**src/rtl/mips_cpu_muldiv_seq_if.sv**
```systemverilog
`default_nettype none
// ============================================================================
// Module      : mips_cpu_muldiv_seq_if
// Description : Bundle of the request, HI/LO write, shared-ALU and result
//               signals of the sequential multiply/divide unit.
//               slave  - the multiply/divide unit itself
//               master - the CPU / ALU-arbiter side that talks to it
// Signals     : start, op[1:0], a[31:0], b[31:0]          request
//               hi_we, lo_we, hilo_wdata[31:0]            MTHI/MTLO write
//               alu_req, alu_gnt, alu_op[3:0],
//               alu_a[31:0], alu_b[31:0], alu_result[31:0] shared ALU
//               busy, done, hi[31:0], lo[31:0], div_zero   status / results
// Revision    : 1.0 - initial release
// ============================================================================
interface mips_cpu_muldiv_seq_if;
  logic        start;
  logic [1:0]  op;
  logic [31:0] a;
  logic [31:0] b;
  logic        hi_we;
  logic        lo_we;
  logic [31:0] hilo_wdata;
  logic        alu_req;
  logic        alu_gnt;
  logic [3:0]  alu_op;
  logic [31:0] alu_a;
  logic [31:0] alu_b;
  logic [31:0] alu_result;
  logic        busy;
  logic        done;
  logic [31:0] hi;
  logic [31:0] lo;
  logic        div_zero;

  modport slave (
    input  start, op, a, b, hi_we, lo_we, hilo_wdata, alu_gnt, alu_result,
    output alu_req, alu_op, alu_a, alu_b, busy, done, hi, lo, div_zero
  );

  modport master (
    output start, op, a, b, hi_we, lo_we, hilo_wdata, alu_gnt, alu_result,
    input  alu_req, alu_op, alu_a, alu_b, busy, done, hi, lo, div_zero
  );
endinterface
`default_nettype wire

```
**src/rtl/mips_cpu_muldiv_seq.sv**
```systemverilog
`default_nettype none
// ============================================================================
// Module      : mips_cpu_muldiv_seq
// Description : Sequential MIPS HI/LO multiply/divide unit. One bit per
//               granted cycle on a shared ALU: shift-add multiply, restoring
//               divide. Sequence IDLE -> PREP -> ITER(x32) -> FIX -> DONE.
// Ports       : clk    - clock, rising edge
//               reset  - asynchronous active-high reset
//               bus    - mips_cpu_muldiv_seq_if.slave (request, MTHI/MTLO
//                        write, shared-ALU handshake, busy/done, hi/lo,
//                        div_zero)
// Config      : MULDIV_SIGNED_EN - when defined, op[0]=1 selects signed
//               MULT/DIV (magnitudes in PREP, sign fix-up in FIX). When
//               undefined every op is unsigned; latency is identical.
// Revision    : 1.0 - initial release
// ============================================================================
module mips_cpu_muldiv_seq (
  input  wire logic             clk,
  input  wire logic             reset,
  mips_cpu_muldiv_seq_if.slave  bus
);

  localparam logic [2:0] S_IDLE = 3'd0;
  localparam logic [2:0] S_PREP = 3'd1;
  localparam logic [2:0] S_ITER = 3'd2;
  localparam logic [2:0] S_FIX  = 3'd3;
  localparam logic [2:0] S_DONE = 3'd4;

  localparam logic [3:0] ALU_ADD  = 4'd2;
  localparam logic [3:0] ALU_SUB  = 4'd3;
  localparam logic [5:0] LAST_BIT = 6'd31;

  logic [2:0]  state_q, state_d;
  logic        is_div_q, is_div_d;
  logic [31:0] a_q, a_d;
  logic [31:0] b_q, b_d;
  logic [31:0] opnd_q, opnd_d;       // multiplicand or divisor magnitude
  logic [31:0] acc_hi_q, acc_hi_d;   // partial HI / running remainder
  logic [31:0] acc_lo_q, acc_lo_d;   // multiplier->LO / dividend->quotient
  logic [5:0]  cnt_q, cnt_d;
  logic [31:0] hi_q, hi_d;
  logic [31:0] lo_q, lo_d;
  logic        div_zero_q, div_zero_d;
`ifdef MULDIV_SIGNED_EN
  logic        is_signed_q, is_signed_d;
  logic        neg_res_q, neg_res_d;  // product / quotient negative
  logic        neg_rem_q, neg_rem_d;  // remainder follows the dividend
`endif

  logic        step;
  logic [31:0] a_mag, b_mag;
  logic [31:0] rem_shift;
  logic        rem_ge;
  logic        carry;
  logic [63:0] prod_fix;
  logic [31:0] quot_fix, rem_fix;

  // ---------------------------------------------------------------- state
  always_ff @(posedge clk or posedge reset) begin
    if (reset) begin
      state_q    <= S_IDLE;
      is_div_q   <= 1'b0;
      a_q        <= '0;
      b_q        <= '0;
      opnd_q     <= '0;
      acc_hi_q   <= '0;
      acc_lo_q   <= '0;
      cnt_q      <= '0;
      hi_q       <= '0;
      lo_q       <= '0;
      div_zero_q <= 1'b0;
`ifdef MULDIV_SIGNED_EN
      is_signed_q <= 1'b0;
      neg_res_q   <= 1'b0;
      neg_rem_q   <= 1'b0;
`endif
    end else begin
      state_q    <= state_d;
      is_div_q   <= is_div_d;
      a_q        <= a_d;
      b_q        <= b_d;
      opnd_q     <= opnd_d;
      acc_hi_q   <= acc_hi_d;
      acc_lo_q   <= acc_lo_d;
      cnt_q      <= cnt_d;
      hi_q       <= hi_d;
      lo_q       <= lo_d;
      div_zero_q <= div_zero_d;
`ifdef MULDIV_SIGNED_EN
      is_signed_q <= is_signed_d;
      neg_res_q   <= neg_res_d;
      neg_rem_q   <= neg_rem_d;
`endif
    end
  end

  // ------------------------------------------------------------ next state
  always_comb begin
    state_d = state_q;
    case (state_q)
      S_IDLE:  if (bus.start) state_d = S_PREP;
      S_PREP:  state_d = S_ITER;
      S_ITER:  if (bus.alu_gnt && (cnt_q == LAST_BIT)) state_d = S_FIX;
      S_FIX:   state_d = S_DONE;
      S_DONE:  state_d = S_IDLE;
      default: state_d = S_IDLE;
    endcase
  end

  // ------------------------------------------------- arithmetic helpers
  assign step = (state_q == S_ITER) && bus.alu_gnt;

  // Remainder after the left shift; bit 32 is acc_hi_q[31]. If that bit is
  // set the 33-bit value certainly exceeds any 32-bit divisor.
  assign rem_shift = {acc_hi_q[30:0], acc_lo_q[31]};
  assign rem_ge    = acc_hi_q[31] || (rem_shift >= opnd_q);

  // Multiply always adds (multiplicand or zero), so carry is just the
  // unsigned wrap-around of the ALU sum.
  assign carry = (bus.alu_result < acc_hi_q);

`ifdef MULDIV_SIGNED_EN
  assign a_mag    = (is_signed_q && a_q[31]) ? (32'd0 - a_q) : a_q;
  assign b_mag    = (is_signed_q && b_q[31]) ? (32'd0 - b_q) : b_q;
  assign prod_fix = neg_res_q ? (64'd0 - {acc_hi_q, acc_lo_q}) : {acc_hi_q, acc_lo_q};
  assign quot_fix = neg_res_q ? (32'd0 - acc_lo_q) : acc_lo_q;
  assign rem_fix  = neg_rem_q ? (32'd0 - acc_hi_q) : acc_hi_q;
`else
  assign a_mag    = a_q;
  assign b_mag    = b_q;
  assign prod_fix = {acc_hi_q, acc_lo_q};
  assign quot_fix = acc_lo_q;
  assign rem_fix  = acc_hi_q;
`endif

  // ------------------------------------------------------------- datapath
  always_comb begin
    is_div_d   = is_div_q;
    a_d        = a_q;
    b_d        = b_q;
    opnd_d     = opnd_q;
    acc_hi_d   = acc_hi_q;
    acc_lo_d   = acc_lo_q;
    cnt_d      = cnt_q;
    hi_d       = hi_q;
    lo_d       = lo_q;
    div_zero_d = div_zero_q;
`ifdef MULDIV_SIGNED_EN
    is_signed_d = is_signed_q;
    neg_res_d   = neg_res_q;
    neg_rem_d   = neg_rem_q;
`endif
    case (state_q)
      S_IDLE: begin
        if (bus.start) begin
          // A start wins over a same-cycle MTHI/MTLO, which is dropped.
          is_div_d = bus.op[1];
          a_d      = bus.a;
          b_d      = bus.b;
`ifdef MULDIV_SIGNED_EN
          is_signed_d = bus.op[0];
`endif
        end else begin
          if (bus.hi_we) hi_d = bus.hilo_wdata;
          if (bus.lo_we) lo_d = bus.hilo_wdata;
        end
      end
      S_PREP: begin
        cnt_d    = '0;
        acc_hi_d = '0;
        acc_lo_d = is_div_q ? a_mag : b_mag;
        opnd_d   = is_div_q ? b_mag : a_mag;
`ifdef MULDIV_SIGNED_EN
        neg_res_d = is_signed_q && (a_q[31] ^ b_q[31]);
        neg_rem_d = is_signed_q && a_q[31];
`endif
      end
      S_ITER: begin
        if (step) begin
          cnt_d = cnt_q + 6'd1;
          if (is_div_q) begin
            acc_hi_d = rem_ge ? bus.alu_result : rem_shift;
            acc_lo_d = {acc_lo_q[30:0], rem_ge};
          end else begin
            acc_hi_d = {carry, bus.alu_result[31:1]};
            acc_lo_d = {bus.alu_result[0], acc_lo_q[31:1]};
          end
        end
      end
      S_FIX: begin
        if (is_div_q) begin
          if (opnd_q == 32'd0) begin
            hi_d       = a_q;
            lo_d       = 32'hFFFF_FFFF;
            div_zero_d = 1'b1;
          end else begin
            hi_d       = rem_fix;
            lo_d       = quot_fix;
            div_zero_d = 1'b0;
          end
        end else begin
          hi_d = prod_fix[63:32];
          lo_d = prod_fix[31:0];
        end
      end
      default: ;
    endcase
  end

  // -------------------------------------------------------------- outputs
  always_comb begin
    bus.busy     = (state_q != S_IDLE);
    bus.done     = (state_q == S_DONE);
    bus.alu_req  = (state_q == S_ITER);
    bus.alu_op   = 4'd0;
    bus.alu_a    = 32'd0;
    bus.alu_b    = 32'd0;
    bus.hi       = hi_q;
    bus.lo       = lo_q;
    bus.div_zero = div_zero_q;
    if (state_q == S_ITER) begin
      if (is_div_q) begin
        bus.alu_op = ALU_SUB;
        bus.alu_a  = rem_shift;
        bus.alu_b  = opnd_q;
      end else begin
        bus.alu_op = ALU_ADD;
        bus.alu_a  = acc_hi_q;
        bus.alu_b  = acc_lo_q[0] ? opnd_q : 32'd0;
      end
    end
  end

endmodule
`default_nettype wire

```
**src/flat_wrapper.sv**
```systemverilog
// flat-port wrapper written by rule: the top's interface ports become plain ports
module mips_cpu_muldiv_seq_flat 
  (clk, reset, bus_start, bus_op, bus_a, bus_b, bus_hi_we, bus_lo_we, bus_hilo_wdata, bus_alu_gnt, bus_alu_result, bus_alu_req, bus_alu_op, bus_alu_a, bus_alu_b, bus_busy, bus_done, bus_hi, bus_lo, bus_div_zero);
  mips_cpu_muldiv_seq_if bus_i ();
  input  wire logic clk;
  input  wire logic reset;
  input wire logic [$bits(bus_i.start)-1:0] bus_start;
  input wire logic [$bits(bus_i.op)-1:0] bus_op;
  input wire logic [$bits(bus_i.a)-1:0] bus_a;
  input wire logic [$bits(bus_i.b)-1:0] bus_b;
  input wire logic [$bits(bus_i.hi_we)-1:0] bus_hi_we;
  input wire logic [$bits(bus_i.lo_we)-1:0] bus_lo_we;
  input wire logic [$bits(bus_i.hilo_wdata)-1:0] bus_hilo_wdata;
  input wire logic [$bits(bus_i.alu_gnt)-1:0] bus_alu_gnt;
  input wire logic [$bits(bus_i.alu_result)-1:0] bus_alu_result;
  output wire logic [$bits(bus_i.alu_req)-1:0] bus_alu_req;
  output wire logic [$bits(bus_i.alu_op)-1:0] bus_alu_op;
  output wire logic [$bits(bus_i.alu_a)-1:0] bus_alu_a;
  output wire logic [$bits(bus_i.alu_b)-1:0] bus_alu_b;
  output wire logic [$bits(bus_i.busy)-1:0] bus_busy;
  output wire logic [$bits(bus_i.done)-1:0] bus_done;
  output wire logic [$bits(bus_i.hi)-1:0] bus_hi;
  output wire logic [$bits(bus_i.lo)-1:0] bus_lo;
  output wire logic [$bits(bus_i.div_zero)-1:0] bus_div_zero;
  assign bus_i.start = bus_start;
  assign bus_i.op = bus_op;
  assign bus_i.a = bus_a;
  assign bus_i.b = bus_b;
  assign bus_i.hi_we = bus_hi_we;
  assign bus_i.lo_we = bus_lo_we;
  assign bus_i.hilo_wdata = bus_hilo_wdata;
  assign bus_i.alu_gnt = bus_alu_gnt;
  assign bus_i.alu_result = bus_alu_result;
  assign bus_alu_req = bus_i.alu_req;
  assign bus_alu_op = bus_i.alu_op;
  assign bus_alu_a = bus_i.alu_a;
  assign bus_alu_b = bus_i.alu_b;
  assign bus_busy = bus_i.busy;
  assign bus_done = bus_i.done;
  assign bus_hi = bus_i.hi;
  assign bus_lo = bus_i.lo;
  assign bus_div_zero = bus_i.div_zero;
  mips_cpu_muldiv_seq u_core (.clk(clk), .reset(reset), .bus(bus_i));
endmodule
```
**config.mk**
```make
export PLATFORM = sky130hd
export DESIGN_NAME = mips_cpu_muldiv_seq_flat
export DESIGN_NICKNAME = d
export VERILOG_FILES = /design/src/rtl/mips_cpu_muldiv_seq_if.sv /design/src/rtl/mips_cpu_muldiv_seq.sv /design/src/flat_wrapper.sv
export SDC_FILE = /design/constraint.sdc
export NUM_CORES = 1
export LEC_CHECK = 0
export ABC_AREA = 1
export BUFFER_PORTS_ARGS = -buffer_cell sky130_fd_sc_hd__clkbuf_2
export CAP_MARGIN = 15
export CORE_MARGIN = 1
export CORE_UTILIZATION = 56
export DETAILED_ROUTE_END_ITERATION = 7
export PLACE_DENSITY = 0.9
export SKIP_CTS_REPAIR_TIMING = 1
export SYNTH_ARGS = -nofsm -noshare
export SYNTH_HDL_FRONTEND = slang
export SYNTH_SLANG_ARGS = --single-unit
export TNS_END_PERCENT = 50
```
**constraint.sdc**
```tcl
create_clock -name clk -period 9.25 [get_ports clk]
set_input_delay 0 -clock clk [delete_from_list [all_inputs] [get_ports clk]]
set_output_delay 0 -clock clk [all_outputs]
set_load 0.01 [all_outputs]
```
# ---- After elaboration in Yosys (flattened, before gate mapping)
# Cells that the tools add are included.
dict set report totals {
  in_bits 136
  elab_cells 71
  output_inout_bits 136
  ff_bits 235
}
dict set report op_classes {
  mux 32
  eq_ne 11
  n_lt_le_gt_ge 2
  reduce_logical 14
  add_sub_neg 1
}
# operator n
set ops {}
lappend ops {{$mux W32} 20}
lappend ops {{$pmux W32 S2} 4}
lappend ops {{$ge A32 B32 Y1} 1}
lappend ops {{$logic_not A32 Y1} 1}
lappend ops {{$lt A32 B32 Y1} 1}
lappend ops {{$pmux W3 S4} 1}
lappend ops {{$pmux W6 S2} 1}
lappend ops {{$ne A2 B2 Y1 const B} 4}
lappend ops {{$reduce_and A2 Y1} 4}
lappend ops {{$add A6 B1 Y6 const B} 1}
lappend ops {{$eq A3 B2 Y1 const B} 2}
lappend ops {{$eq A6 B5 Y1 const B} 1}
lappend ops {{$mux W3} 2}
lappend ops {{$mux W6} 1}
lappend ops {{$reduce_and A3 Y1} 2}
lappend ops {{$mux W4} 1}
lappend ops {{$ne A2 B1 Y1 const B} 2}
lappend ops {{$reduce_bool A2 Y1} 2}
lappend ops {{$eq A3 B1 Y1 const B} 1}
lappend ops {{$eq A3 B3 Y1 const B} 1}
lappend ops {{$logic_not A3 Y1} 1}
lappend ops {{$reduce_bool A3 Y1} 1}
lappend ops {{$logic_and A1 B1 Y1} 2}
lappend ops {{$mux W1} 2}
lappend ops {{$logic_or A1 B1 Y1} 1}

# ---- Depth between registers and ports, before layout
dict set report logic_depth {
  depth_word 6
  ltp_mapped 19
  mapped_depth_nobuf 19
}

# ---- Least setup slack after synthesis
# OpenSTA, ideal clock, no wires.
dict set report synth_path {
  path_type {register -> register}
  start {register u_core.acc_hi_q[14]}
  end {register u_core.acc_hi_q[10]}
  setup_ps 117
  period_less_slack_ps 1938
  t_required_ps 9133
  path_stages_with_launch 14
  slack_ps 7312
  t_arrival_ps 1822
  n_path_buf 1
  path_cell_list {dfrtp_1 ha_1 nand2_1 nor2_1 nand2_1 nor2_1 nor2_1 nand2_1 nand2_1 nand2_1 clkbuf_1 o211ai_1 nand2_1 nand2_1}
}
dict set report synth_via {
  elab_chain_len 6
}
# item line_no
set synth_lines {}
lappend synth_lines {{from (decl)} mips_cpu_muldiv_seq.sv:38} ;# logic [31:0] acc_hi_q, acc_hi_d;
lappend synth_lines {{from (signal assigned)} mips_cpu_muldiv_seq.sv:83} ;# acc_hi_q <= acc_hi_d;
lappend synth_lines {{$ge A32 B32 Y1} mips_cpu_muldiv_seq.sv:116} ;# assign rem_ge = acc_hi_q[31] || (rem_shift >= opnd_q);
lappend synth_lines {{$logic_or A1 B1 Y1} mips_cpu_muldiv_seq.sv:116}
lappend synth_lines {{$mux W32} mips_cpu_muldiv_seq.sv:182} ;# acc_hi_d = rem_ge ? bus.alu_result : rem_shift;
lappend synth_lines {{$mux W32} mips_cpu_muldiv_seq.sv:181} ;# if (is_div_q) begin
lappend synth_lines {{$mux W32} mips_cpu_muldiv_seq.sv:179} ;# if (step) begin
lappend synth_lines {{$pmux W32 S2} mips_cpu_muldiv_seq.sv:153} ;# case (state_q)
# No other way between the ends. The select of a mux whose other input is x is not followed.
# A chain may end at the register's enable or synchronous reset.

# ---- Final worst setup path
dict set report layout_path {
  start {register u_core.state_q[1]}
  end {register u_core.hi_q[28] (netlist: u_core.bus.hi[28])}
}
dict set report layout_via {
  elab_chain_len 3
  elab_cells_between_ends 7
  cone_classes {eq/ne: 3; mux: 1; reduce/logical: 3}
}
# item line_no
set layout_lines {}
lappend layout_lines {{from (decl)} mips_cpu_muldiv_seq.sv:33} ;# logic [2:0] state_q, state_d;
lappend layout_lines {{from (signal assigned)} mips_cpu_muldiv_seq.sv:78} ;# state_q <= state_d;
lappend layout_lines {{$logic_not A3 Y1 / $eq A3 B2 Y1 (equally long branches)} mips_cpu_muldiv_seq.sv:153}
lappend layout_lines {{$ne A2 B2 Y1 (no source line) / $reduce_bool A2 Y1 (equally long branches)} n/a}
lappend layout_lines {{$reduce_and A3 Y1 (no source line)} n/a}
lappend layout_lines {{to (signal assigned)} mips_cpu_muldiv_seq.sv:86} ;# hi_q <= hi_d;
lappend layout_lines {{to (decl)} mips_cpu_muldiv_seq.sv:41} ;# logic [31:0] hi_q, hi_d;
# Parallel ways exist; a longest one is shown, timed or not.

==> metrics.csv <==
stage,metric,value,unit
drt,wirelength,47400,um
setup_path,startpoint_type,flop,
setup_path,r2r_slack,5.55,ns
placed_design,hpwl,29400,um
synth,synthSimpleGateAreaFrac,20.3,%
power_and_ir_drop,vdd_drop_max,224,uV
sta,fin_crit_sh,40.0,%
synth,muxShareOfSynthArea,2.66,%
sta,hold-worst-slack,-0.0761,ns
sta,setup-violations-final,0,
global_routing,grt_pass1_vias,12500,
setup_path,r2r-end,u_core.bus.hi[28],
floorplan,core,24400,um^2
synth,synthCells,1839,
synth,yosysTopAreaCell,dfrtp_1,
global_routing,grt_max_degree,128,
sta,fmax,270,MHz
clock_network,cts_buffer_depth,3,
setup_path,reg2reg_depth,11,
clock_network,htreeDepth,1,
setup_path,worstPathRequired,9.69,ns
setup_path,arrival,4.14,ns
setup_path,path_cells,inv_1 > nor3_4 > buf_4 > clkinv_1 > buf_16 > nand2_1 > nand2_1 > buf_4 > inv_1 > nor2_1 > a21oi_1,
global_routing,grt_pass1_wl,65800,um
synth,seq_area_frac_synth,42.2,%
clock_network,cts_tree,yes,
placed_design,gp_congestion,0.921,
global_routing,antenna_found_initial,2,
drt,vias_per_cell,5.91,
flow_run,maxCapViolCount,0,
clock_network,cts_buffers,24,
power_and_ir_drop,cellLeakagePower,8.68,nW
floorplan,die_w,160,um
floorplan,start_util,57.2,%
synth,synth-main-ff-cell,dfrtp_1,
floorplan,die_h,160,um
synth,avgSynthCellArea,7.58,um^2
setup_path,cp_slowest_stage_delay,0.77,ns
drt,firstDrtPassIters,6,
finish,final_cell_count_no_fill,2517,
synth,synthesis.area,13900,um^2
sta,skew,0.0151,ns
synth,ys_async_sr_fraction,100,%
drt,drt_iter0_drc,1890,
synth,ys_types,33,
sta,maxSlewViolCount,0,
setup_path,path_max_fanout,68,
run_status,status,"complete, but fails checks",
setup_path,cp_slowest_cell,inv_1,
synth,synth_top_area_share,42.2,%
placed_design,dp_slack,5.22,ns
setup_path,critPathKind,flop to flop,
floorplan,dieArea,25500,um^2
finish,diodes,0,
finish,drive_gt1_share,17.0,%
sta,period_minus_slack,3.70,ns
synth,synth_area_leaders,"dfrtp_1 42%, nand2_1 10%, nor2_1 6.5%",
drt,num_vias,14900,
floorplan,io_pins,272,
hold_path,whs_path_depth,7,
synth,synth_common_cells,"371 x nand2_1, 240 x nor2_1, 235 x dfrtp_1",
synth,synth_compound_area_share,20.1,%
clock_network,clk_pin_slew_worst_paths,0.07,ns
sta,fin_setup_tns,0,ns
setup_path,r2r_start,u_core.state_q[1],
clock_network,clockRootBuffer,clkbuf_16,
hold_path,min_to,u_core.acc_hi_q[0],
sta,rsz0062_at_grt,false,
sta,fin_ws,5.55,ns
finish,nNetsFinal,2375,
synth,ys_ff_latch,235,
sta,tightest_slew,1.17,ns
global_routing,grt_overflow,0,
sta,slew_headroom,21.8,%
synth,synth_edf_count,0,
synth,synth_fa_ha_area_share,5.74,%
placed_design,dp.cells,2325,
synth,yosysMostFrequentCell,nand2_1,
clock_network,clk_latency,0.53,ns
clock_network,cts_sinks,235,
power_and_ir_drop,power_density,360,nW/um^2
finish,areaGrowthSynthToFinish,26.9,%
run_status,violations,hold timing,
drt,routedWlPerCell,18.8,um
hold_path,hold_start,bus_alu_result[0],
synth,synthXorXnorAreaFrac,0,%
synth,synth_warnings,0,
placed_design,portBuffers,268,
drt,drc,0,
sta,hold_viol,2,
hold_path,hold_class,input port to flop,
drt,detail-route-antenna-nets,0,
setup_path,crit_path_end_kind,flop,
synth,synth_top_family_by_area,simple AND/OR/NAND/NOR gates,
global_routing,grt_usage,32.2,%
floorplan,rows,57,
## cell families (layout without fill, tap and decap cells)
kind of cell | after synthesis | in the layout
adders and majority gates | 64 | 64
buffers and inverters | 320 | 673
DFF | 235 | 235
other | 1 | 2
and+or+nand+nor | 709 | 709
muxes | 33 | 33
AOI/OAI and AO/OA | 477 | 477
## per-layer routing
layer  global-route usage [%]  up-vias  wire, um
met5                        0        -         8
met4                     12.2        2      2350
met3                     4.16      190      4860
met2                     48.4      977     21400
met1                     47.4     6891     18800
li1                         -     6803         -
## power breakdown
group	total [W]	internal, W	switching, W	leakage [nW]
registers	0.00202	0.00154	0.000485	2.78
logic	0.00332	0.00116	0.00215	5.50
clock network	0.00104	0.000611	0.000428	0.407
total	0.00637	0.00331	0.00306	8.68
## per-stage QoR
step	util (%)	total power, W	cell area, um^2
after floorplan	-	0.00414	13900
after global placement	62.9	0.00494	15300
after detailed placement	62.9	0.00509	15300
after CTS	66.4	0.00614	16200
after global routing	72.6	0.00684	17700
final	72.6	0.00637	17700
## sequential cells by signal, indices dropped and copies added (netlist names)
| signal | flops |
|---|---|
| u_core.bus.hi | 32 |
| u_core.cnt_q | 6 |
| u_core.bus.lo | 32 |
| u_core.a_mag | 32 |
| u_core.opnd_q | 32 |
| u_core.b_mag | 32 |
| u_core.acc_lo_q | 32 |
| u_core.bus.div_zero | 1 |
| u_core.state_q | 3 |
| u_core.is_div_q | 1 |
| u_core.acc_hi_q | 32 |
## worst max-delay path, delay by kind of cell (launching register included)
family,cells,cell delay [ns]
buffers and inverters,6,2.65
flip-flops,1,0.38
AND/OR/NAND/NOR,4,0.35
AO/OA/AOI/OAI,1,0.15
## layout by cell type, fill, tap and decap left out, types with 3 or more instances in the layout
master / Yosys / layout
a21oi_1: 141 / 141
nand2_1: 371 / 369
dlygate4sd3_1: 0 / 145
buf_4: 3 / 15
mux2_2: 32 / 32
a22oi_1: 32 / 32
clkinvlp_4: 0 / 3
nand4_1: 15 / 15
bufinv_16: 0 / 3
dfrtp_1: 235 / 234
nor3_1: 41 / 40
ha_1: 64 / 64
o21ai_0: 162 / 162
a211oi_1: 54 / 54
o211ai_1: 72 / 72
o21ai_1: 10 / 10
inv_1: 195 / 193
clkbuf_1: 77 / 3
clkbuf_16: 0 / 25
clkbuf_2: 0 / 268
clkinv_2: 0 / 5
nand3_1: 32 / 32
nor2_1: 240 / 239
nor4_1: 5 / 5
clkbuf_8: 0 / 4
## worst max path at each step
| stage | depth (start not counted) | from | slack [ns] | to |
|---|---|---|---|---|
| after global placement | 10 | u_core.state_q[1] | 5.34 | u_core.bus.hi[15] |
| after detailed placement | 10 | u_core.state_q[1] | 5.22 | u_core.bus.hi[8] |
| final | 11 | u_core.state_q[1] | 5.55 | u_core.bus.hi[28] |
| after CTS | 10 | u_core.state_q[1] | 5.18 | u_core.bus.hi[28] |
| after global routing | 11 | u_core.state_q[1] | 5.26 | u_core.bus.hi[21] |
| after floorplan | 1 | reset | 2.80 | u_core.a_mag[0] |
## layout make-up
class / instances / area (um^2)
Clock buffer: 32 / 692
Clock inverter: 12 / 146
Fill cell: 1795 / 6690
Inverter: 198 / 756
Multi-Input combinational cell: 1285 / 6850
Sequential cell: 235 / 5880
Tap cell: 324 / 405
Timing Repair Buffer: 431 / 2970
No activity file was read; power rests on OpenSTA's default activity.
